File: src/rtl/rot_arbiter_seq_if.sv
// Request/response bundle for the shared rotate-left engine.
//   req0_* / req1_* : two requester ports (valid/ready, operand, rotate amount)
//   rsp_*           : result port (valid/ready, rotated data, owning requester id)
//   busy            : engine is working on or holding an operation
// Modports: master = client/consumer side, slave = engine side.
interface rot_arbiter_seq_if #(
    parameter int WIDTH = 8,
    parameter int AMT_W = 4
);
    logic             req0_valid;
    logic             req0_ready;
    logic [WIDTH-1:0] req0_data;
    logic [AMT_W-1:0] req0_amt;
    logic             req1_valid;
    logic             req1_ready;
    logic [WIDTH-1:0] req1_data;
    logic [AMT_W-1:0] req1_amt;
    logic             rsp_valid;
    logic             rsp_ready;
    logic [WIDTH-1:0] rsp_data;
    logic             rsp_id;
    logic             busy;

    modport master (
        output req0_valid, req0_data, req0_amt,
        output req1_valid, req1_data, req1_amt,
        output rsp_ready,
        input  req0_ready, req1_ready,
        input  rsp_valid, rsp_data, rsp_id, busy
    );

    modport slave (
        input  req0_valid, req0_data, req0_amt,
        input  req1_valid, req1_data, req1_amt,
        input  rsp_ready,
        output req0_ready, req1_ready,
        output rsp_valid, rsp_data, rsp_id, busy
    );
endinterface

File: src/rtl/rot_arbiter_seq.sv
// Shared multi-cycle rotate-left engine with a two-port round-robin front end.
//   clk   : rising-edge clock
//   rst_n : asynchronous active-low reset
//   bus   : rot_arbiter_seq_if.slave - two request ports, one response port, busy
// An accepted operand is rotated left by (amt mod WIDTH), at most MAX_STEP
// positions per cycle, then presented on the response port tagged with the
// id of the requester that issued it.
module rot_arbiter_seq #(
    parameter int WIDTH    = 8,
    parameter int AMT_W    = 4,
    parameter int MAX_STEP = 4
) (
    input  logic                   clk,
    input  logic                   rst_n,
    rot_arbiter_seq_if.slave       bus
);
    localparam int SH_W = (WIDTH > 2) ? $clog2(WIDTH) : 1;
    localparam logic [SH_W-1:0]  MAX_STEP_C = SH_W'(MAX_STEP);
    localparam logic [AMT_W-1:0] AMT_MASK   = AMT_W'(WIDTH - 1);

    typedef enum logic [1:0] {
        IDLE,
        SHIFT,
        DONE
    } state_t;

    state_t           state_q, state_d;
    logic [WIDTH-1:0] work_q;
    logic [SH_W-1:0]  rem_q;
    logic             id_q;
    logic             last_q;
    logic [WIDTH-1:0] res_q;
    logic             rsp_id_q;

    logic             grant0, grant1, accept;
    logic [WIDTH-1:0] sel_data;
    logic [AMT_W-1:0] sel_amt;
    logic [SH_W-1:0]  sel_eff;
    logic [SH_W-1:0]  step;
    logic [SH_W-1:0]  rem_left;
    logic [WIDTH-1:0] rotated;

    function automatic logic [WIDTH-1:0] rotl(input logic [WIDTH-1:0] d,
                                              input logic [SH_W-1:0]  s);
        // For s == 0 the right shift is by WIDTH and contributes nothing.
        return (d << s) | (d >> (WIDTH - int'(s)));
    endfunction

    always_comb begin
        grant0   = 1'b0;
        grant1   = 1'b0;
        state_d  = state_q;
        sel_data = '0;
        sel_amt  = '0;

        if (state_q == IDLE) begin
            // Tie goes to the port that did not win last time.
            grant0 = bus.req0_valid && (!bus.req1_valid || last_q);
            grant1 = bus.req1_valid && (!bus.req0_valid || !last_q);
        end
        accept = grant0 || grant1;

        sel_data = grant1 ? bus.req1_data : bus.req0_data;
        sel_amt  = grant1 ? bus.req1_amt  : bus.req0_amt;
        // Masking keeps every amount bit in the expression; only the low
        // log2(WIDTH) bits survive, giving amt mod WIDTH.
        sel_eff  = SH_W'(sel_amt & AMT_MASK);

        step     = (rem_q < MAX_STEP_C) ? rem_q : MAX_STEP_C;
        rem_left = rem_q - step;
        rotated  = rotl(work_q, step);

        unique case (state_q)
            IDLE: begin
                if (accept) begin
                    state_d = (sel_eff != '0) ? SHIFT : DONE;
                end
            end
            SHIFT: begin
                if (rem_left == '0) begin
                    state_d = DONE;
                end
            end
            DONE: begin
                if (bus.rsp_ready) begin
                    state_d = IDLE;
                end
            end
            default: state_d = IDLE;
        endcase
    end

    always_ff @(posedge clk or negedge rst_n) begin
        if (!rst_n) begin
            state_q  <= IDLE;
            work_q   <= '0;
            rem_q    <= '0;
            id_q     <= 1'b0;
            last_q   <= 1'b1;
            res_q    <= '0;
            rsp_id_q <= 1'b0;
        end else begin
            state_q <= state_d;
            unique case (state_q)
                IDLE: begin
                    if (accept) begin
                        work_q <= sel_data;
                        rem_q  <= sel_eff;
                        id_q   <= grant1;
                        last_q <= grant1;
                        if (sel_eff == '0) begin
                            res_q    <= sel_data;
                            rsp_id_q <= grant1;
                        end
                    end
                end
                SHIFT: begin
                    work_q <= rotated;
                    rem_q  <= rem_left;
                    // Result register is loaded only on entry to DONE so the
                    // previous result stays visible while a new op shifts.
                    if (rem_left == '0) begin
                        res_q    <= rotated;
                        rsp_id_q <= id_q;
                    end
                end
                default: ;
            endcase
        end
    end

    assign bus.req0_ready = grant0;
    assign bus.req1_ready = grant1;
    assign bus.rsp_valid  = (state_q == DONE);
    assign bus.rsp_data   = res_q;
    assign bus.rsp_id     = rsp_id_q;
    assign bus.busy       = (state_q != IDLE);

endmodule

File: src/flat_wrapper.sv
// flat-port wrapper written by rule: the top's interface ports become plain ports
module rot_arbiter_seq_flat 
#(
    parameter int WIDTH    = 8,
    parameter int AMT_W    = 4,
    parameter int MAX_STEP = 4
)
  (clk, rst_n, bus_req0_valid, bus_req0_data, bus_req0_amt, bus_req1_valid, bus_req1_data, bus_req1_amt, bus_rsp_ready, bus_req0_ready, bus_req1_ready, bus_rsp_valid, bus_rsp_data, bus_rsp_id, bus_busy);
  rot_arbiter_seq_if #(.WIDTH(WIDTH), .AMT_W(AMT_W)) bus_i ();
  input  logic clk;
  input  logic rst_n;
  input wire logic [$bits(bus_i.req0_valid)-1:0] bus_req0_valid;
  input wire logic [$bits(bus_i.req0_data)-1:0] bus_req0_data;
  input wire logic [$bits(bus_i.req0_amt)-1:0] bus_req0_amt;
  input wire logic [$bits(bus_i.req1_valid)-1:0] bus_req1_valid;
  input wire logic [$bits(bus_i.req1_data)-1:0] bus_req1_data;
  input wire logic [$bits(bus_i.req1_amt)-1:0] bus_req1_amt;
  input wire logic [$bits(bus_i.rsp_ready)-1:0] bus_rsp_ready;
  output wire logic [$bits(bus_i.req0_ready)-1:0] bus_req0_ready;
  output wire logic [$bits(bus_i.req1_ready)-1:0] bus_req1_ready;
  output wire logic [$bits(bus_i.rsp_valid)-1:0] bus_rsp_valid;
  output wire logic [$bits(bus_i.rsp_data)-1:0] bus_rsp_data;
  output wire logic [$bits(bus_i.rsp_id)-1:0] bus_rsp_id;
  output wire logic [$bits(bus_i.busy)-1:0] bus_busy;
  assign bus_i.req0_valid = bus_req0_valid;
  assign bus_i.req0_data = bus_req0_data;
  assign bus_i.req0_amt = bus_req0_amt;
  assign bus_i.req1_valid = bus_req1_valid;
  assign bus_i.req1_data = bus_req1_data;
  assign bus_i.req1_amt = bus_req1_amt;
  assign bus_i.rsp_ready = bus_rsp_ready;
  assign bus_req0_ready = bus_i.req0_ready;
  assign bus_req1_ready = bus_i.req1_ready;
  assign bus_rsp_valid = bus_i.rsp_valid;
  assign bus_rsp_data = bus_i.rsp_data;
  assign bus_rsp_id = bus_i.rsp_id;
  assign bus_busy = bus_i.busy;
  rot_arbiter_seq #(.WIDTH(WIDTH), .AMT_W(AMT_W), .MAX_STEP(MAX_STEP)) u_core (.clk(clk), .rst_n(rst_n), .bus(bus_i));
endmodule
File: config.mk
export PLATFORM = sky130hd
export DESIGN_NAME = rot_arbiter_seq_flat
export DESIGN_NICKNAME = d
export VERILOG_FILES = /design/src/rtl/rot_arbiter_seq_if.sv /design/src/rtl/rot_arbiter_seq.sv /design/src/flat_wrapper.sv
export SDC_FILE = /design/constraint.sdc
export NUM_CORES = 1
export LEC_CHECK = 0
export BUFFER_PORTS_ARGS = -buffer_cell sky130_fd_sc_hd__clkbuf_2
export CORE_UTILIZATION = 50
export DETAILED_ROUTE_END_ITERATION = 10
export PLACE_DENSITY = 0.74
export SLEW_MARGIN = 30
export SYNTH_ARGS = -nofsm -noshare
export SYNTH_HDL_FRONTEND = slang
export SYNTH_SLANG_ARGS = --single-unit
File: constraint.sdc
create_clock -name clk -period 3.04 [get_ports clk]
set_clock_uncertainty 0.1 [all_clocks]
set_input_delay 0.608 -clock clk [delete_from_list [all_inputs] [get_ports clk]]
set_output_delay 0.608 -clock clk [all_outputs]
set_load 0.02 [all_outputs]
## Word-level counts from Yosys, hierarchy flattened

Cells that the tools add are included.
Widths: inputs -> output; s select.

- Add/subtract/negate cells: 2
- Shift operators: 2
- Muxes and demuxes: 22
- Magnitude comparators: 1
- Equal/unequal tests: 6
- Bitwise logic cells: 1
- Reduce and logical (&&, ||, !) cells: 18

Operator list:

| kind | number |
|---|---|
| $mux 8 | 5 |
| $pmux 8 s2 | 2 |
| $shr 8x32->8 | 1 |
| $mux 3 | 3 |
| $mux 2 | 4 |
| $or 8x8->8 | 1 |
| $shl 8x3->8 | 1 |
| $logic_not 3->1 | 2 |
| $pmux 2 s3 | 1 |
| $pmux 3 s2 | 1 |
| $mux 1 | 5 |
| $sub 4x3->5 const A | 1 |
| $ne 2x1->1 const B | 2 |
| $ne 2x2->1 const B | 2 |
| $reduce_and 2->1 | 2 |
| $reduce_and 4->1 | 1 |
| $reduce_bool 2->1 | 2 |
| $logic_not 1->1 | 3 |
| $logic_or 1x1->1 | 3 |
| $lt 3x3->1 const B | 1 |
| $reduce_and 3->1 | 1 |
| $reduce_bool 3->1 | 1 |
| $sub 3x3->3 | 1 |
| $eq 2x1->1 const B | 1 |
| 4 further kinds | 5 |

- Word-level logic and storage cells: 59
- Register bits: 24
- Output and inout bits: 13
- Input port bits: 29

## Logic depth before layout (Yosys ltp)

- Depth in word-level cells: 9
- Depth in mapped cells: 11
- Depth with buffers taken out: 8

## Worst setup path before layout

No wires, ideal clock.

- Path kind: flip-flop to flip-flop
- Start: reg u_core.rem_q[2]
- End: reg u_core.res_q[5], in the netlist u_core.bus.rsp_data[5]
- Library setup time: 0.128 ns
- Slack: 0.724 ns
- Data required time: 2.812 ns
- Clock period less this slack: 2.316 ns
- Data arrival time: 2.089 ns
- Path buffers: 2
- Stages on the path, launching flop included: 9
- Cell sequence: dfrtp_1 > buf_2 > buf_2 > nand2_1 > ha_1 > a211o_1 > a211oi_2 > o211ai_2 > mux2_1

- Cells in the longest elaborated chain, start to end: 7

Ends and longest elaborated chain:

| what | line | RTL |
|---|---|---|
| start, declared | rot_arbiter_seq.sv:29 | `logic [SH_W-1:0] rem_q;` |
| start signal, assigned | rot_arbiter_seq.sv:108 | `rem_q <= sel_eff;` |
| start signal, assigned | rot_arbiter_seq.sv:119 | `rem_q <= rem_left;` |
| $lt 3x3->1 | rot_arbiter_seq.sv:69 | `step = (rem_q < MAX_STEP_C) ? rem_q : MAX_STEP_C;` |
| $mux 3 | rot_arbiter_seq.sv:69 |  |
| $sub 4x3->5 | rot_arbiter_seq.sv:46 | `return (d << s) \| (d >> (WIDTH - int'(s)));` |
| $shr 8x32->8 | rot_arbiter_seq.sv:46 |  |
| $or 8x8->8 | rot_arbiter_seq.sv:46 |  |
| $mux 8 | rot_arbiter_seq.sv:122 | `if (rem_left == '0) begin` |
| $pmux 8 s2 | rot_arbiter_seq.sv:104 | `unique case (state_q)` |
| end signal, assigned | rot_arbiter_seq.sv:112 | `res_q <= sel_data;` |
| end signal, assigned | rot_arbiter_seq.sv:123 | `res_q <= rotated;` |
| end, declared | rot_arbiter_seq.sv:32 | `logic [WIDTH-1:0] res_q;` |

Parallel ways exist; a longest one is shown, timed or not. The select of a mux whose other input is x is not followed.
A chain may end at the register's enable or synchronous reset.

## Worst setup path after layout

- Start: reg u_core.rem_q[2]
- End: reg u_core.work_q[0]

- Cells in the longest elaborated chain, start to end: 6

Ends and longest elaborated chain:

| what | line | RTL |
|---|---|---|
| $lt 3x3->1 | rot_arbiter_seq.sv:69 |  |
| $mux 3 * | rot_arbiter_seq.sv:69 |  |
| $sub 4x3->5 | rot_arbiter_seq.sv:46 |  |
| $shr 8x32->8 | rot_arbiter_seq.sv:46 |  |
| $or 8x8->8 * | rot_arbiter_seq.sv:46 |  |
| $pmux 8 s2 * | rot_arbiter_seq.sv:104 |  |
| end signal, assigned | rot_arbiter_seq.sv:107 | `work_q <= sel_data;` |
| end signal, assigned | rot_arbiter_seq.sv:118 | `work_q <= rotated;` |
| end, declared | rot_arbiter_seq.sv:28 | `logic [WIDTH-1:0] work_q;` |

Every way passes the cells marked *; elsewhere a longest branch is shown, timed or not.

==> parameters.txt <==
Parameter                              Value

Worst setup path
  Worst path bufs/invs    0
  Max FO, Critical Path    12
  Nature of the critical path startpoint    register
  Cell with the biggest individual delay on the critical path    sky130_fd_sc_hd__ha_1
  Max stage delay on crit path    580 ps
  Data required, critical path    3100 ps
  CP endpoint kind    register
  Crit-path cells    nand2b_1 -> ha_1 -> mux2i_1 -> mux2i_1 -> a31oi_1 -> o211ai_1 -> mux2_2
  Library cell appearing most often on the critical path    sky130_fd_sc_hd__mux2i_1
  Arrival @ worst endpoint    2720 ps
  Worst setup path class    reg -> reg
  Top Family by Delay on Critical Path    multiplexers

Timing
  Unrepaired setup endpoints after global routing    no
  Slew at the pin closest to its max-slew limit    686 ps
  Final worst path period share    0.875
  Hold Fails Final Rpt    0
  Setup tns final    0 ps
  Number of max-slew violations in the final report    0
  Slew margin rel.    0.541
  Maximum achievable frequency    376 MHz
  Final critical delay including setup and external delays    between 2000 and 3000 ps
  Setup violators final    0

Synth
  Cells after synthesis    roughly 240
  Share of synthesized area spent on multiplexers    0.116
  Combinational family with the most area after synthesis    compound AO/OA/AOI/OAI gates
  Basic-gate share of the synthesized area counting and, or, nand and nor cells    0.230
  Synthesized-area fraction occupied by ao, oa, aoi and oai cells    0.250
  Post-synthesis share of cell area spent on full adders, half adders and majority gates    0.0188
  Synthesized area    2000 µm²
  Synthesized flop and latch total    24
  Number of enable flip-flop cells after synthesis    0
  Synth async-reset ratio    1.00
  Fraction of the yosys area taken by sequential cells    0.301
  Main synth FF type    sky130_fd_sc_hd__dfrtp_1
  Number of distinct library cells after synthesis    56
  Yosys warning total    0
  Area share of xor/xnor cells in the synthesized design    0
  Mean post-synth cell area    8.23 µm²
  Post-synthesis net count    275

Die
  Die Ht    about 65 µm
  DIE AREA    4260 µm²
  Boundary pin count    42
  Starting density of the core    0.534
  Overall die width    between 60 and 70 µm
  Cell Rows    22
  CORE AREA    3740 µm²

Clock network
  CTS Hold Buffers Added    0
  Number of buffers between clock root and the deepest sink    2
  # Post-CTS Setup Buffers    0
  Clock insertion delay at the later pin of the skew report    270 ps
  Post_cts resized    0
  Number of buffers created by CTS    3
  H-tree depth reported by CTS    1
  Clk root buf    sky130_fd_sc_hd__clkbuf_8
  Clock-pin slew on the worst setup and hold paths    roughly 100 ps
  Clock Sinks    24
  CTS tree    done

Flow run
  MaxCap Viol Count    0

Global route
  Maximum number of pins on one net before global-route repair    25
  Total global-route track usage    0.248
  Antenna violations before repair    0
  Vias in the first global route    1702
  Total overflow reported by the global router    0
  Global-route wire length before repair    8.12 mm

Pwr
  Leakage power of the design    1.01 nW
  Peak ir drop on the vdd network    0.807 mV
  Power density relative to cell area    1310 nW/µm²

Cells and area
  Number of nets in the finished design    between 300 and 400
  Share of cells above drive strength 1    0.232
  Number of inserted diodes    0
  End-of-flow core utilization    0.601
  Most common library cell in the layout ignoring fill and taps    sky130_fd_sc_hd__nand2_1
  Area delta synth->final    12.4%
  Final non-filler cell total    320
  Commonest cells after routing, fill and taps aside    40 x sky130_fd_sc_hd__nand2_1, 39 x sky130_fd_sc_hd__clkbuf_2, 23 x sky130_fd_sc_hd__dfrtp_1, 13 x sky130_fd_sc_hd__nor2_1, 13 x sky130_fd_sc_hd__mux2i_1

Place
  Hpwl dp    about 3.5 mm
  Placed Cells    316
  Number of port buffers    39
  Final weighted congestion of routability-driven global placement    around 0.94

Routing
  Average routed wire per standard cell    15.6 µm
  Total number of vias    1916
  Count of TritonRoute iterations in the first routing pass    4
  Routed WL    5.00 mm
  Via-to-Cell Ratio    5.99
  DRC violation count after routing    0
  Count of nets left with antenna violations after detail routing    0
  Starting DRC count in detailed routing    148

Status
  Outcome    finished, final reports clean

Hold path
  Hold Crit Class    in -> async
-- final cells by class --
type | instances | area [µm²]
fill | 368 | 1500
multi-input combinational | 189 | 1240
sequential | 24 | 602
timing repair buffer | 45 | 240
tap | 48 | 60.1
clock buffer | 3 | 41.3
inverter | 10 | 37.5
clock inverter | 1 | 30.0
-- flip-flops by register name, indices dropped and copies added (netlist names) --
register             cells
u_core.last_q            1
u_core.bus.rsp_data      8
u_core.id_q              1
u_core.work_q            8
u_core.rem_q             3
u_core.state_q           2
u_core.bus.rsp_id        1
-- cells in the mapped netlist (4+ instances only) --
master | n | area [µm²]
sky130_fd_sc_hd__nand3b_1 | 4 | 30.0
sky130_fd_sc_hd__nor2b_1 | 6 | 37.5
sky130_fd_sc_hd__buf_2 | 9 | 45.0
sky130_fd_sc_hd__mux2i_1 | 13 | 130
sky130_fd_sc_hd__o21ai_1 | 12 | 60.1
sky130_fd_sc_hd__nand2b_1 | 9 | 56.3
sky130_fd_sc_hd__dfrtp_1 | 23 | 576
sky130_fd_sc_hd__o21ai_0 | 8 | 40.0
sky130_fd_sc_hd__o211ai_1 | 5 | 37.5
sky130_fd_sc_hd__mux2_2 | 4 | 45.0
sky130_fd_sc_hd__buf_6 | 4 | 45.0
sky130_fd_sc_hd__o31ai_1 | 5 | 37.5
sky130_fd_sc_hd__inv_1 | 8 | 30.0
sky130_fd_sc_hd__a21oi_1 | 11 | 55.1
sky130_fd_sc_hd__nand2_1 | 40 | 150
sky130_fd_sc_hd__clkbuf_1 | 5 | 18.8
sky130_fd_sc_hd__nor2_1 | 13 | 48.8
sky130_fd_sc_hd__o22ai_1 | 4 | 25.0
sky130_fd_sc_hd__a32o_1 | 4 | 40.0
-- stage by stage --
stage / instance area [µm²] / power [mW] / hold slack, ps / setup slack (ps)
2_1_floorplan: 2000 / 2.21 / 212 / 724
3_3_place_gp: 2180 / 2.57 / 369 / 501
3_5_place_dp: 2180 / 2.62 / 379 / 454
4_1_cts: 2250 / 2.91 / 247 / 430
5_1_grt: 2250 / 3.16 / 282 / 202
6_report: 2250 / 2.94 / 230 / 379
-- layer usage --
| layer | vias up | routed length, µm | global-route usage |
|---|---|---|---|
| met5 | - | 0 | 0 |
| met3 | 6 | 305 | 0.0295 |
| li1 | 934 | - | - |
| met1 | 909 | 2370 | 0.360 |
| met2 | 67 | 2280 | 0.390 |
| met4 | 0 | 48 | 0.0598 |
-- report_power, final --
group	switching (mW)	internal, mW	leakage, nW	total, mW
Sequential	0.223	0.493	0.288	0.716
Clock	0.112	0.176	0.0357	0.289
Combinational	1.14	0.798	0.686	1.94
-- worst paths after layout --
kind                                   startpoint                     end  slack (ps)  depth (start not counted)
max in group asynchronous                   rst_n         u_core.rem_q[0]        2190                          1
hold reg to reg            u_core.bus.rsp_data[1]  u_core.bus.rsp_data[1]         400                          2
min in group clk           u_core.bus.rsp_data[1]  u_core.bus.rsp_data[1]         400                          2
setup / recovery                  u_core.rem_q[2]        u_core.work_q[0]         380                          7
setup reg to reg                  u_core.rem_q[2]        u_core.work_q[0]         380                          7
hold / removal                              rst_n  u_core.bus.rsp_data[7]         230                          1
-- logic make-up after synthesis --
group	count (synthesis)
and+or+nand+nor	91
other	2
AOI/OAI and AO/OA	72
buffers and inverters	30
adders and majority gates	3
muxes	21
DFF	24
Power figures use the tool's default switching activity.
